--- src/rtl/hps_onchip_mem_pkg.sv ---
// Shared types and defaults for the on-chip RAM <-> Avalon-ST streamer.
package hps_onchip_mem_pkg;

  localparam int DATA_W_DEF = 16;
  localparam int ADDR_W_DEF = 11;
  localparam int LEN_W_DEF  = 12;

  localparam logic [1:0] BE_ALL = 2'b11;

  typedef enum logic [1:0] {
    IDLE   = 2'd0,
    RD_RUN = 2'd1,
    WR_RUN = 2'd2,
    FINISH = 2'd3
  } state_t;

endpackage

--- src/rtl/hps_onchip_mem_rdfifo.sv ---
// Read-return FIFO: absorbs RAM read data while the stream sink back-pressures.
module hps_onchip_mem_rdfifo
  import hps_onchip_mem_pkg::*;
#(
  parameter int DATA_W = DATA_W_DEF,
  parameter int DEPTH  = 4,
  parameter int CW     = $clog2(DEPTH) + 1
) (
  input  logic              clk,
  input  logic              reset_n,
  input  logic              push,
  input  logic [DATA_W-1:0] push_data,
  input  logic              pop,
  input  logic              flush,
  output logic [DATA_W-1:0] head,
  output logic [CW-1:0]     count,
  output logic              empty
);

  localparam int PW = $clog2(DEPTH);

  logic [DATA_W-1:0] mem [DEPTH];
  logic [PW-1:0]     wr_ptr;
  logic [PW-1:0]     rd_ptr;

  always_ff @(posedge clk or negedge reset_n) begin
    if (!reset_n) begin
      wr_ptr <= '0;
      rd_ptr <= '0;
      count  <= '0;
    end else if (flush) begin
      wr_ptr <= '0;
      rd_ptr <= '0;
      count  <= '0;
    end else begin
      if (push) wr_ptr <= wr_ptr + PW'(1);
      if (pop)  rd_ptr <= rd_ptr + PW'(1);
      unique case ({push, pop})
        2'b10:   count <= count + CW'(1);
        2'b01:   count <= count - CW'(1);
        default: count <= count;
      endcase
    end
  end

  // Storage needs no reset; validity is tracked entirely by count.
  always_ff @(posedge clk) begin
    if (push && !flush) mem[wr_ptr] <= push_data;
  end

  assign head  = mem[rd_ptr];
  assign empty = (count == '0);

endmodule

--- src/rtl/hps_onchip_mem_streamer.sv ---
// Avalon-MM master for the 2048x16 on-chip RAM that streams a block out (read)
// or fills a block from an incoming stream (write), under start/done control.
module hps_onchip_mem_streamer
  import hps_onchip_mem_pkg::*;
#(
  parameter int DATA_W     = DATA_W_DEF,
  parameter int ADDR_W     = ADDR_W_DEF,
  parameter int LEN_W      = LEN_W_DEF,
  parameter int FIFO_DEPTH = 4
) (
  input  logic              clk,
  input  logic              reset_n,
  input  logic              start,
  input  logic              dir,
  input  logic [ADDR_W-1:0] base_addr,
  input  logic [LEN_W-1:0]  length,
  input  logic              abort,
  output logic              busy,
  output logic              done,
  output logic [ADDR_W-1:0] mem_address,
  output logic              mem_chipselect,
  output logic              mem_write,
  output logic [1:0]        mem_byteenable,
  output logic [DATA_W-1:0] mem_writedata,
  input  logic [DATA_W-1:0] mem_readdata,
  output logic [DATA_W-1:0] src_data,
  output logic              src_valid,
  input  logic              src_ready,
  output logic              src_sop,
  output logic              src_eop,
  input  logic [DATA_W-1:0] snk_data,
  input  logic              snk_valid,
  output logic              snk_ready
);

  localparam int CW = $clog2(FIFO_DEPTH) + 1;
  localparam logic [CW:0] DEPTH_V = (CW+1)'(FIFO_DEPTH);

  state_t            state, state_nxt;
  logic [ADDR_W-1:0] ptr;
  logic [LEN_W-1:0]  len_q, issue_cnt, beat_cnt;
  logic              rd_pending;
  logic [CW-1:0]     fifo_count;
  logic              fifo_empty;
  logic [DATA_W-1:0] fifo_head;
  logic [CW:0]       occupancy;
  logic              issue, accept, pop, last_pop, last_write, kill;

  // In-flight reads count against FIFO space so a return always has a slot.
  assign occupancy  = {1'b0, fifo_count} + {{CW{1'b0}}, rd_pending};
  assign kill       = abort && (state != IDLE);
  assign issue      = (state == RD_RUN) && (issue_cnt < len_q) && (occupancy < DEPTH_V);
  assign accept     = (state == WR_RUN) && snk_valid;
  assign pop        = (state == RD_RUN) && !fifo_empty && src_ready;
  assign last_pop   = pop && (beat_cnt == len_q - LEN_W'(1));
  assign last_write = accept && (issue_cnt == len_q - LEN_W'(1));

  hps_onchip_mem_rdfifo #(
    .DATA_W (DATA_W),
    .DEPTH  (FIFO_DEPTH),
    .CW     (CW)
  ) u_rdfifo (
    .clk       (clk),
    .reset_n   (reset_n),
    .push      (rd_pending),
    .push_data (mem_readdata),
    .pop       (pop),
    .flush     (kill),
    .head      (fifo_head),
    .count     (fifo_count),
    .empty     (fifo_empty)
  );

  always_ff @(posedge clk or negedge reset_n) begin
    if (!reset_n) state <= IDLE;
    else          state <= state_nxt;
  end

  always_comb begin
    state_nxt = state;
    unique case (state)
      IDLE: begin
        if (start) begin
          if (length == '0) state_nxt = FINISH;
          else              state_nxt = dir ? WR_RUN : RD_RUN;
        end
      end
      RD_RUN: begin
        if (kill)          state_nxt = IDLE;
        else if (last_pop) state_nxt = FINISH;
      end
      WR_RUN: begin
        if (kill)            state_nxt = IDLE;
        else if (last_write) state_nxt = FINISH;
      end
      FINISH:  state_nxt = IDLE;
      default: state_nxt = IDLE;
    endcase
  end

  always_comb begin
    busy           = (state != IDLE);
    done           = (state == FINISH) && !abort;
    mem_chipselect = issue || accept;
    mem_write      = accept;
    mem_address    = (issue || accept) ? ptr : '0;
    mem_writedata  = accept ? snk_data : '0;
    snk_ready      = (state == WR_RUN);
    src_valid      = (state == RD_RUN) && !fifo_empty;
    src_data       = src_valid ? fifo_head : '0;
    src_sop        = src_valid && (beat_cnt == '0);
    src_eop        = src_valid && (beat_cnt == len_q - LEN_W'(1));
  end

  assign mem_byteenable = BE_ALL;

  always_ff @(posedge clk or negedge reset_n) begin
    if (!reset_n) begin
      ptr        <= '0;
      len_q      <= '0;
      issue_cnt  <= '0;
      beat_cnt   <= '0;
      rd_pending <= 1'b0;
    end else begin
      if (state == IDLE && start) begin
        ptr       <= base_addr;
        len_q     <= length;
        issue_cnt <= '0;
        beat_cnt  <= '0;
      end else begin
        if (issue || accept) begin
          ptr       <= ptr + ADDR_W'(1);
          issue_cnt <= issue_cnt + LEN_W'(1);
        end
        if (pop) beat_cnt <= beat_cnt + LEN_W'(1);
      end
      rd_pending <= issue && !kill;
    end
  end

endmodule

--- config.mk ---
export PLATFORM = sky130hd
export DESIGN_NAME = hps_onchip_mem_streamer
export DESIGN_NICKNAME = d
export VERILOG_FILES = /design/src/rtl/hps_onchip_mem_pkg.sv /design/src/rtl/hps_onchip_mem_rdfifo.sv /design/src/rtl/hps_onchip_mem_streamer.sv
export SDC_FILE = /design/constraint.sdc
export NUM_CORES = 1
export LEC_CHECK = 0
export ABC_AREA = 1
export CORE_MARGIN = 5
export CORE_UTILIZATION = 45
export CTS_CLUSTER_SIZE = 24
export DETAILED_ROUTE_END_ITERATION = 8
export GPL_ROUTABILITY_DRIVEN = 0
export GPL_TIMING_DRIVEN = 0
export PLACE_DENSITY = 0.69
export SLEW_MARGIN = 20
export SYNTH_ARGS = -nofsm -noshare
export SYNTH_HDL_FRONTEND = slang
export SYNTH_SLANG_ARGS = --single-unit
--- constraint.sdc ---
create_clock -name clk -period 5.2 [get_ports clk]
set_input_delay 1.56 -clock clk [delete_from_list [all_inputs] [get_ports clk]]
set_output_delay 1.56 -clock clk [all_outputs]
set_load 0.05 [all_outputs]
; ---- After elaboration in Yosys (flattened, before gate mapping)
; Memory sizes are Yosys's and may differ from the RTL's.
; Index checks and enable logic that the tools add are counted.
[op_classes]
mux = 25
order_cmp = 2
add_sub_neg = 9
n_reduce_logical = 29
eq_ne = 10
[ops]
columns = cell, n
row1 = $mux W12, 4
row2 = $mux W11, 3
row3 = $mux W16, 2
row4 = $add A12 B1 Y12 const B, 2
row5 = $eq A12 B12 Y1, 2
row6 = $logic_not A12 Y1, 2
row7 = $mux W2, 11
row8 = $logic_and A1 B1 Y1, 14
row9 = $lt A12 B12 Y1, 1
row10 = $sub A12 B1 Y12 const B, 1
row11 = $add A11 B1 Y11 const B, 1
row12 = $reduce_bool A2 Y1, 5
row13 = $pmux W2 S4, 1
row14 = $eq A2 B2 Y1 const B, 3
row15 = $pmux W3 S2, 1
row16 = $add A2 B1 Y2 const B, 2
row17 = $add A3 B1 Y4, 1
row18 = $eq A2 B1 Y1 const B, 2
row19 = $lt A4 B3 Y1 const B, 1
row20 = $add A3 B1 Y3 const B, 1
row21 = $logic_not A1 Y1, 3
row22 = $logic_not A3 Y1, 1
row23 = $mux W3, 1
row24 = $ne A3 B1 Y1 const B, 1
row25 = 8 further kinds, 9
[word_totals]
register_bits = 57
word_cells = 85
mem_count = 1
out_inout_bits = 53
inputBits = 62
ram_bits = 64
[mem_list]
columns = name, depth, width, rd, rd_clocked_by_memory_dff, write_ports, line_no
row1 = u_rdfifo.mem, 4, 16, 1, 0, 1, hps_onchip_mem_rdfifo.sv:22  ; logic [DATA_W-1:0] mem [DEPTH];

; ---- Logic depth before layout (Yosys ltp)
; Gate-level depths: netlist of the first run.
[depth]
depth_word = 8
ltp_mapped = 15
mapped_depth_nobuf = 15

; ---- Modules after synthesis
; Synthesis of the first run repeated with hierarchy kept, for this count alone.
[unflattened]
hier_cells = 854
area_unflattened_um2 = 6972.9
[modules_own_cells]
columns = mod, seq_area_each_um2, cells_each, instances, area_each_um2
row1 = hps_onchip_mem_streamer, 1251.2, 640, 1, 4125.2
row2 = hps_onchip_mem_rdfifo, 2097.0, 214, 1, 2847.7

; ---- Worst setup path before layout of the first run
; Ideal clock, no wire load.
[synth_path]
path_kind = input to output
startpoint = input port snk_valid
endpoint = output port mem_address[0]
t_required_ns = 3.640
cell_stages = 5
arrival_ns = 3.222
slack_ns = 0.418
path_buffers = 1
cell_sequence = nand2_1 nand2_1 inv_1 buf_2 nor2_1
[synth_between]
elab_chain_cells = 3
[synth_rtl]
columns = item, line_no
row1 = from (decl), hps_onchip_mem_streamer.sv:32  ; input logic snk_valid,
row2 = $logic_and A1 B1 Y1, hps_onchip_mem_streamer.sv:53  ; assign accept = (state == WR_RUN) && snk_valid;
row3 = $logic_or A1 B1 Y1, -
row4 = net mem_chipselect, hps_onchip_mem_streamer.sv:21  ; output logic mem_chipselect,
row5 = $mux W11, hps_onchip_mem_streamer.sv:106  ; mem_address = (issue || accept) ? ptr : '0;
row6 = to (decl), hps_onchip_mem_streamer.sv:20  ; output logic [ADDR_W-1:0] mem_address,
; The timed path passes the listed nets, and every way through them passes these cells.

; ---- Final worst setup path of the first run
[layout_path]
startpoint = input port snk_valid
endpoint = output port mem_writedata[6]
[layout_between]
elab_chain_cells = 2
[layout_rtl]
columns = item, line_no
row1 = $logic_and A1 B1 Y1, hps_onchip_mem_streamer.sv:53
row2 = $mux W16, hps_onchip_mem_streamer.sv:107  ; mem_writedata = accept ? snk_data : '0;
row3 = to (decl), hps_onchip_mem_streamer.sv:24  ; output logic [DATA_W-1:0] mem_writedata,
; No other way between the ends.

==> run summary, run 1 <==
The number of pins exceeding their max-slew limit in the final report came out at 0. After the first detailed-routing iteration, the DRC count stood at 565. After detailed routing, the average wire length per cell comes to 15.4 um. The die is 135 um tall.

For this block, wires on met1 add up to 8360 um. Across the run, the number of max-cap violations was 0. The worst voltage drop across the vdd grid came out at 0.000304 V.

In this run the worst hold path is classified as reg2reg. Counting tap cells, the placed design contains a total of 1211 instances. 115 I/O pins were placed. The hold slack is 0.533 ns.

The detailed placer's ending HPWL came out at 14100 um. The routed layout has 6407 vias. The power density of the placed cells is 522 nW/um^2.

The run finished with clean final reports. Summed over all layers, the global routing overflow is 0. The routed design uses 9270 um of met2 wire.

Entering global routing, the biggest net connects 35 pins. Summed over all instances, the cell type with the most area after synthesis is edfxtp_1. Counting flops and latches in the post-synthesis netlist gives 121. The repair_antennas step left the layout with diodes totalling 0.

The deepest clock path buffer count is 2. The post-synthesis instance area is 7060 sq um. In this run the remaining antenna-violating nets after routing total 0. The share of synthesized registers carrying an async set or reset came out at 0.471.

The final critical-path share of the clock period came out at 0.983. At the later pin of the worst-skew pair, clock insertion delay measures 0.42 ns. Of the cells placed in the final design, the portion with a size suffix greater than 1 is 0.0785.

The number of failing setup endpoints in the final timing report is 0. The post-CTS setup-driven buffer insertion count is 0. The region available for standard cell placement spans 15300 sq um. The critical path goes through clkdlybuf4s50_1, nand2_1, clkbuf_1, nor2_1, clkdlybuf4s50_1.

The number of antenna violations at the first check in global routing is 0. Across every metal layer, demand over resource in global routing totals 0.216. Ranked by total cell area, the synthesized netlist is headed by edfxtp_1 (27%), dfrtp_1 (20%), nand2_1 (9.0%). The count of yosys warnings during synthesis came out at 0. The final wirelength came out at 19200 um. The portion of the post-synthesis area used by sequential elements is 0.475.

The critical path startpoint category is an input port. The most numerous cell type found on the critical path is clkdlybuf4s50_1. Synthesis instantiated 39 different standard cells from the library. The data arrival at the endpoint of the critical path is 3.55 ns. The total CTS buffers came out at 17. Data on the critical path is required at its endpoint by 3.64 ns.

The share of synthesized area in the top cell type comes to 0.272. Setup repair after global routing left no endpoint under its margin. The dominant cell by count in the synthesized netlist is nand2_1. Measured along the x axis, the die boundary spans 135 um. The number of H-tree levels is 4. Yosys mapped a number of flops with a built-in enable equal to 64.

The floorplan has 45 rows. The final number of hold-violating endpoints came out at 0. The maximum fanout encountered on the critical timing path came out at 10. The number of standard cells in the layout, taps in and fillers out is 1243.

The number of buffers inserted by hold repair at cts came out at 0. Static timing analysis puts the maximum clock frequency at 196 MHz. From synthesis to final layout, the design area changed by 29.0%. The mean post-synth cell area is 8.00 sq um. The synthesized netlist cell count came out at 882.

The minimum period implied by the final worst setup slack is 5.11 ns. The wire length of the first global-routing pass is 31100 um. The die area is 18300 sq um.

The worst clock skew on the final layout came out at 0.0126 ns. The largest single stage delay on the critical path is 0.82 ns. The initial cell density of the core came out at 0.461.

The worst setup path is of the in2out kind. On the critical path, the stage with the largest delay is an instance of clkdlybuf4s50_1. The via-per-instance ratio is 5.15. In the routed design, unresolved DRC markers number 0. The CTS clock-pin slew for the worst setup and hold paths came out at 0.06 ns.

For this run, the leading register cell type out of synthesis is edfxtp_1. The worst-margin pin slew is 0.669 ns. The clock sink total is 121. TritonCTS built the clock tree.

After the last flow step, the layout net total stands at 1108. The headroom to the max-slew limit is 0.554. The count of input and output buffers is 112. Detailed routing placed a total of 1180 um of wire on met3. After detailed routing, no signal wire sits above met4. The overall power after layout is 4750 uW.

The critical path capture point type is an output pin. CTS placed an instance of clkbuf_16 at the clock tree root. For this design the static power due to leakage is 0.00409 uW. The layout has 1406 filler cells. The first-pass iteration count of the detailed router came out at 6.

Counting instances in the post-synthesis netlist gives the leading cell types as nand2_1 (170), nor2_1 (144), inv_1 (104). The number of global-route vias before repair came out at 6186. The sum of negative setup slack is 0 ns.
[placed cells by master, fill, tap and decap left out, types with 3 or more instances in the layout]
master and n:
o21ai_1 6, nand2_1 169, nor3_2 3, edfxtp_1 64, nor2_4 6, dlymetal6s2s_1 7
buf_4 4, inv_1 104, nand3_2 4, nor4_1 5, nand2_2 6, nor2_1 140
xor2_1 14, a21oi_1 30, nand2_4 5, nor3_1 14, clkdlybuf4s50_1 93, clkinvlp_4 3
clkbuf_1 22, clkinv_4 3, nor2_2 7, inv_2 5, clkbuf_16 17, dlygate4sd2_1 11
ha_1 26, o21ai_0 76, o31ai_1 4, buf_8 3, nand4_1 11, nand3_1 84
inv_6 6, dfrtp_1 57
[layout make-up]
class,instances,area [sq um],share of cell area
plain buffers,28,119,0.0131
flip-flops and latches,121,3350,0.368
repair buffers,117,1200,0.132
inverters,109,409,0.0450
clock inverters,15,140,0.0154
multi-input cells,625,3200,0.351
well taps,211,264,0.0290
clock buffers,17,425,0.0467
[path summary, 6_finish.rpt]
kind / slack (ns) / cells after the start / endpoint / startpoint
setup reg to reg: 2.46 / 12 / issue_cnt[2] / len_q[3]
setup / recovery: 0.09 / 5 / mem_writedata[6] / snk_valid
max in group asynchronous: 3.64 / 2 / u_rdfifo.count[2] / reset_n
hold / removal: 0.53 / 2 / u_rdfifo.wr_ptr[1] / u_rdfifo.wr_ptr[1]
min in group asynchronous: 1.05 / 1 / issue_cnt[0] / reset_n
hold reg to reg: 0.53 / 2 / u_rdfifo.wr_ptr[1] / u_rdfifo.wr_ptr[1]
[logic make-up (layout without fill, tap and decap cells)]
| logic type | after synthesis | in the layout | share of synthesized area |
|---|---|---|---|
| other cells | 1 | 2 | 0.000531 |
| fa+ha+maj | 27 | 27 | 0.0489 |
| flops | 121 | 121 | 0.475 |
| xor+xnor | 14 | 14 | 0.0174 |
| buf+inv | 137 | 286 | 0.0748 |
| compound gates | 125 | 125 | 0.0936 |
| simple gates | 457 | 457 | 0.290 |
[critical path, delay by kind of cell]
kind                   cells  cell delay [ns]
buffers and inverters      3             1.60
and+or+nand+nor            2             0.38
[repair_timing]
action / 4_1_cts / 5_1_grt
resized for setup: 11 / 8
setup endpoints to repair: 11 / 16
hold endpoints to repair: 0 / 0
gates cloned: 0 / 0
[power by group]
| group | internal [uW] | switching [uW] | leakage (uW) | total (uW) |
|---|---|---|---|---|
| Combinational | 696 | 1570 | 0.00250 | 2270 |
| Sequential | 1180 | 169 | 0.00133 | 1350 |
| Clock | 664 | 461 | 0.000269 | 1120 |
[registers in the layout, summed over array words and instances (netlist names)]
name	cells
u_rdfifo.rd_ptr	2
rd_pending	1
ptr	11
u_rdfifo.count	3
state	2
issue_cnt	12
u_rdfifo.mem	64
u_rdfifo.wr_ptr	2
len_q	12
beat_cnt	12
[through the flow]
stage          instance area (sq um)  setup WS (ns)   util
6_report                        9100         0.0860  0.594
5_1_grt                         9100       0.000852  0.594
4_1_cts                         9080         0.0166  0.593
3_5_place_dp                    8530         -0.251  0.557
3_3_place_gp                    8440         -0.276  0.551
2_1_floorplan                   7060          0.418      -
[layer usage]
| metal | up-vias | GRT usage |
|---|---|---|
| met3 | 27 | 0.0513 |
| met4 | 0 | 0.0739 |
| met1 | 2976 | 0.280 |
| li1 | 3182 | - |
| met5 | - | 0 |
| met2 | 222 | 0.356 |
No activity file was read; power rests on OpenSTA's default activity.
==> run 2, diff against run 1 <==
CAP_MARGIN = 10   (was unset)
SLEW_MARGIN = 30   (was 20)
clock period = 5.5 ns   (was 5.2 ns; I/O delays follow)
==> run 2 against run 1 <==
Against the previous run:
- critical path depth did not move
- clock-buffer cell count is the same
- clock skew fell by 0.0029 ns
- largest cell class unchanged
- highest routed layer unchanged
==> run summary, run 2 (synthesis results as in run 1) <==
The minimum period implied by the final worst setup slack came out at 5.31 ns. By startpoint and endpoint, the worst setup path is classified as in2out. The total of cells resized after clock tree synthesis is 10.

TritonCTS built the clock tree. The critical path's most frequent cell is clkdlybuf4s50_1. The final critical-path share of the clock period is 0.965.

The worst register-to-register path ends at issue_cnt[9]. The number of global-route vias before repair was 6185. The DRC violation total after the first TritonRoute iteration came out at 431.

The count of input and output buffers came out at 112. The layout net count came out at 1108. After global routing, the most crowded layer is met2. The number of buffers inserted by hold repair at cts came out at 0. The critical hold path startpoint is u_rdfifo.wr_ptr[1]. At the worst endpoint, the required time is 3.85 ns.

The maximum achievable frequency came out at 188 MHz. The proportion of layout cells with a drive suffix above 1 is 0.0795. The number of antenna diodes came out at 0.

The die area came out at 18300 sq um. For the worst flop-to-flop path, the logic depth is 12. The H-tree was split into 4 levels. For flop-to-flop paths, the worst setup slack is 2.76 ns. The final wirelength came out at 19200 um. The clock arrives with 0.00972 ns of skew. The slowest library cell on the worst path is clkdlybuf4s50_1. In the layout the commonest cells are nand2_1 (169), nor2_1 (140), inv_1 (104), clkdlybuf4s50_1 (100), nand3_1 (84). The first-pass iteration count of the detailed router is 5. The sum of overflow across all layers after global routing came out at 0. The die extent in y is 135 um. The post-CTS setup-driven buffer insertion count is 0. The deepest clock path buffer count came out at 2. The CTS clock-pin slew for the worst setup and hold paths came out at 0.06 ns. The area growth from synthesis to layout is 28.9%. The via-per-instance ratio came out at 5.12. The total core area is 15300 sq um. Data on the critical path arrives at its endpoint at 3.66 ns. The worst voltage drop across the vdd grid is 0.000294 V. Entering global routing, the biggest net connects 35 pins. The clock tree root driver cell is clkbuf_16. The met1 track demand over resource came out at 0.282.

The number of pins exceeding their max-slew limit in the final report is 0. The startpoint identified for the worst register-to-register timing path is len_q[3]. The total I/O pin count came out at 115. The number of failing setup endpoints in the final timing report came out at 0.

The global-route met2 utilization came out at 0.358. The initial cell density of the core is 0.461. The minimum setup slack after placement came out at -0.120 ns. The wire length of the first global-routing pass is 31000 um. The worst-margin pin slew is 0.661 ns. The total routing usage reported by global routing came out at 0.216. Setup slack on the critical path of the routed design comes to 0.193 ns. The critical path startpoint category is an input port. The detailed placer's ending HPWL came out at 14100 um.

The total CTS buffers came out at 17. Leaving out fill and tap cells, the most frequent cell in the layout is nand2_1. The hold slack came out at 0.535 ns. Across the run, the number of max-cap violations was 0.

STA classifies the critical path endpoint as an output pin. The run finished with clean final reports. The critical path goes through clkdlybuf4s50_1, nand2_1, clkbuf_1, nor2_1, clkdlybuf4s50_1. Measured against its own limit, the worst slew margin works out to 0.559.

The leakage component of the power is 0.00399 uW. The number of antenna violations at the first check in global routing is 0. In this run the core area contains 45 standard-cell rows. The kind of path behind the tightest hold check is reg2reg. The average detailed-routed wire length per instance came out at 15.4 um. The count of nets left with antenna violations once routing finished came out at 0.

More flip-flops sit in one register than any other, and that register is u_rdfifo.mem. The overall power after layout is 4510 uW. Following the worst setup path forward leads to its endpoint at mem_writedata[14].

Setup repair after global routing left no endpoint under its margin. The remaining routing DRC violations is 0. The die is 135 um wide. The met3 track demand over resource in global routing came out at 0.0449.

For this design the ratio of total power to cell area is 496 nW/um^2. The largest stage delay on the critical path came out at 0.82 ns. The clock latency on the worst-skew pair came out at 0.43 ns. The routed layout has 6363 vias. The clock sink total is 121. The final number of hold-violating endpoints came to 0. The register with the most flip-flops in the layout has 64 of them. Along the worst path, the maximum fanout reaches 10. The most critical setup path has its startpoint at snk_valid.
[run 2: cell count changes in the layout (fill, tap and decap cells not counted)]
cell             delta
bufinv_16           -1
clkdlybuf4s50_1     +7
clkinv_1            -1
clkinv_2            -1
clkinv_4            -2
clkinvlp_4          -1
dlygate4sd2_1       -1
dlymetal6s2s_1      -6
inv_6               -1
inv_8               +7
[run 2: cell type report]
cell class              instances  area, sq um
plain buffers                  28          119
clock buffers                  17          425
clock inverters                15          146
fillers                      1413         6220
inverters                     109          409
multi-input cells             625         3200
flip-flops and latches        121         3350
well taps                     211          264
repair buffers                117         1180
[run 2: power breakdown]
group / switching [uW] / total, uW / internal, uW
registers: 159 / 1280 / 1120
clock network: 475 / 1080 / 604
logic: 1490 / 2150 / 660
total: 2120 / 4510 / 2380
[run 2: worst max-delay path, delay by kind of cell]
family | cells | cell delay, ns
buffers and inverters | 3 | 1.60
AND/OR/NAND/NOR | 2 | 0.39
[run 2: worst min path at each step]
stage,slack (ns),cells past startpoint,endpoint
final,0.53,2,u_rdfifo.wr_ptr[1]
after global routing,0.57,2,u_rdfifo.wr_ptr[1]
after CTS,0.54,2,u_rdfifo.wr_ptr[1]
after detailed placement,0.52,2,u_rdfifo.wr_ptr[1]
after global placement,0.53,2,u_rdfifo.wr_ptr[1]
after floorplan,0.49,2,u_rdfifo.wr_ptr[1]
[run 2: metrics by stage]
step	area [sq um]	util	instances	setup TNS, ns
floorplan	7060	-	883	0
global placement	8440	0.551	1206	-1.45
detailed placement	8530	0.557	1211	-1.10
CTS	9090	0.593	1243	0
global route	9090	0.594	1243	0
finish	9090	0.594	1243	0
[run 2: per-layer routing]
layer | wire (um) | vias up
li1 | - | 3187
met1 | 8510 | 2917
met2 | 9120 | 226
met3 | 1160 | 33
met4 | 403 | 0
met5 | 0 | -
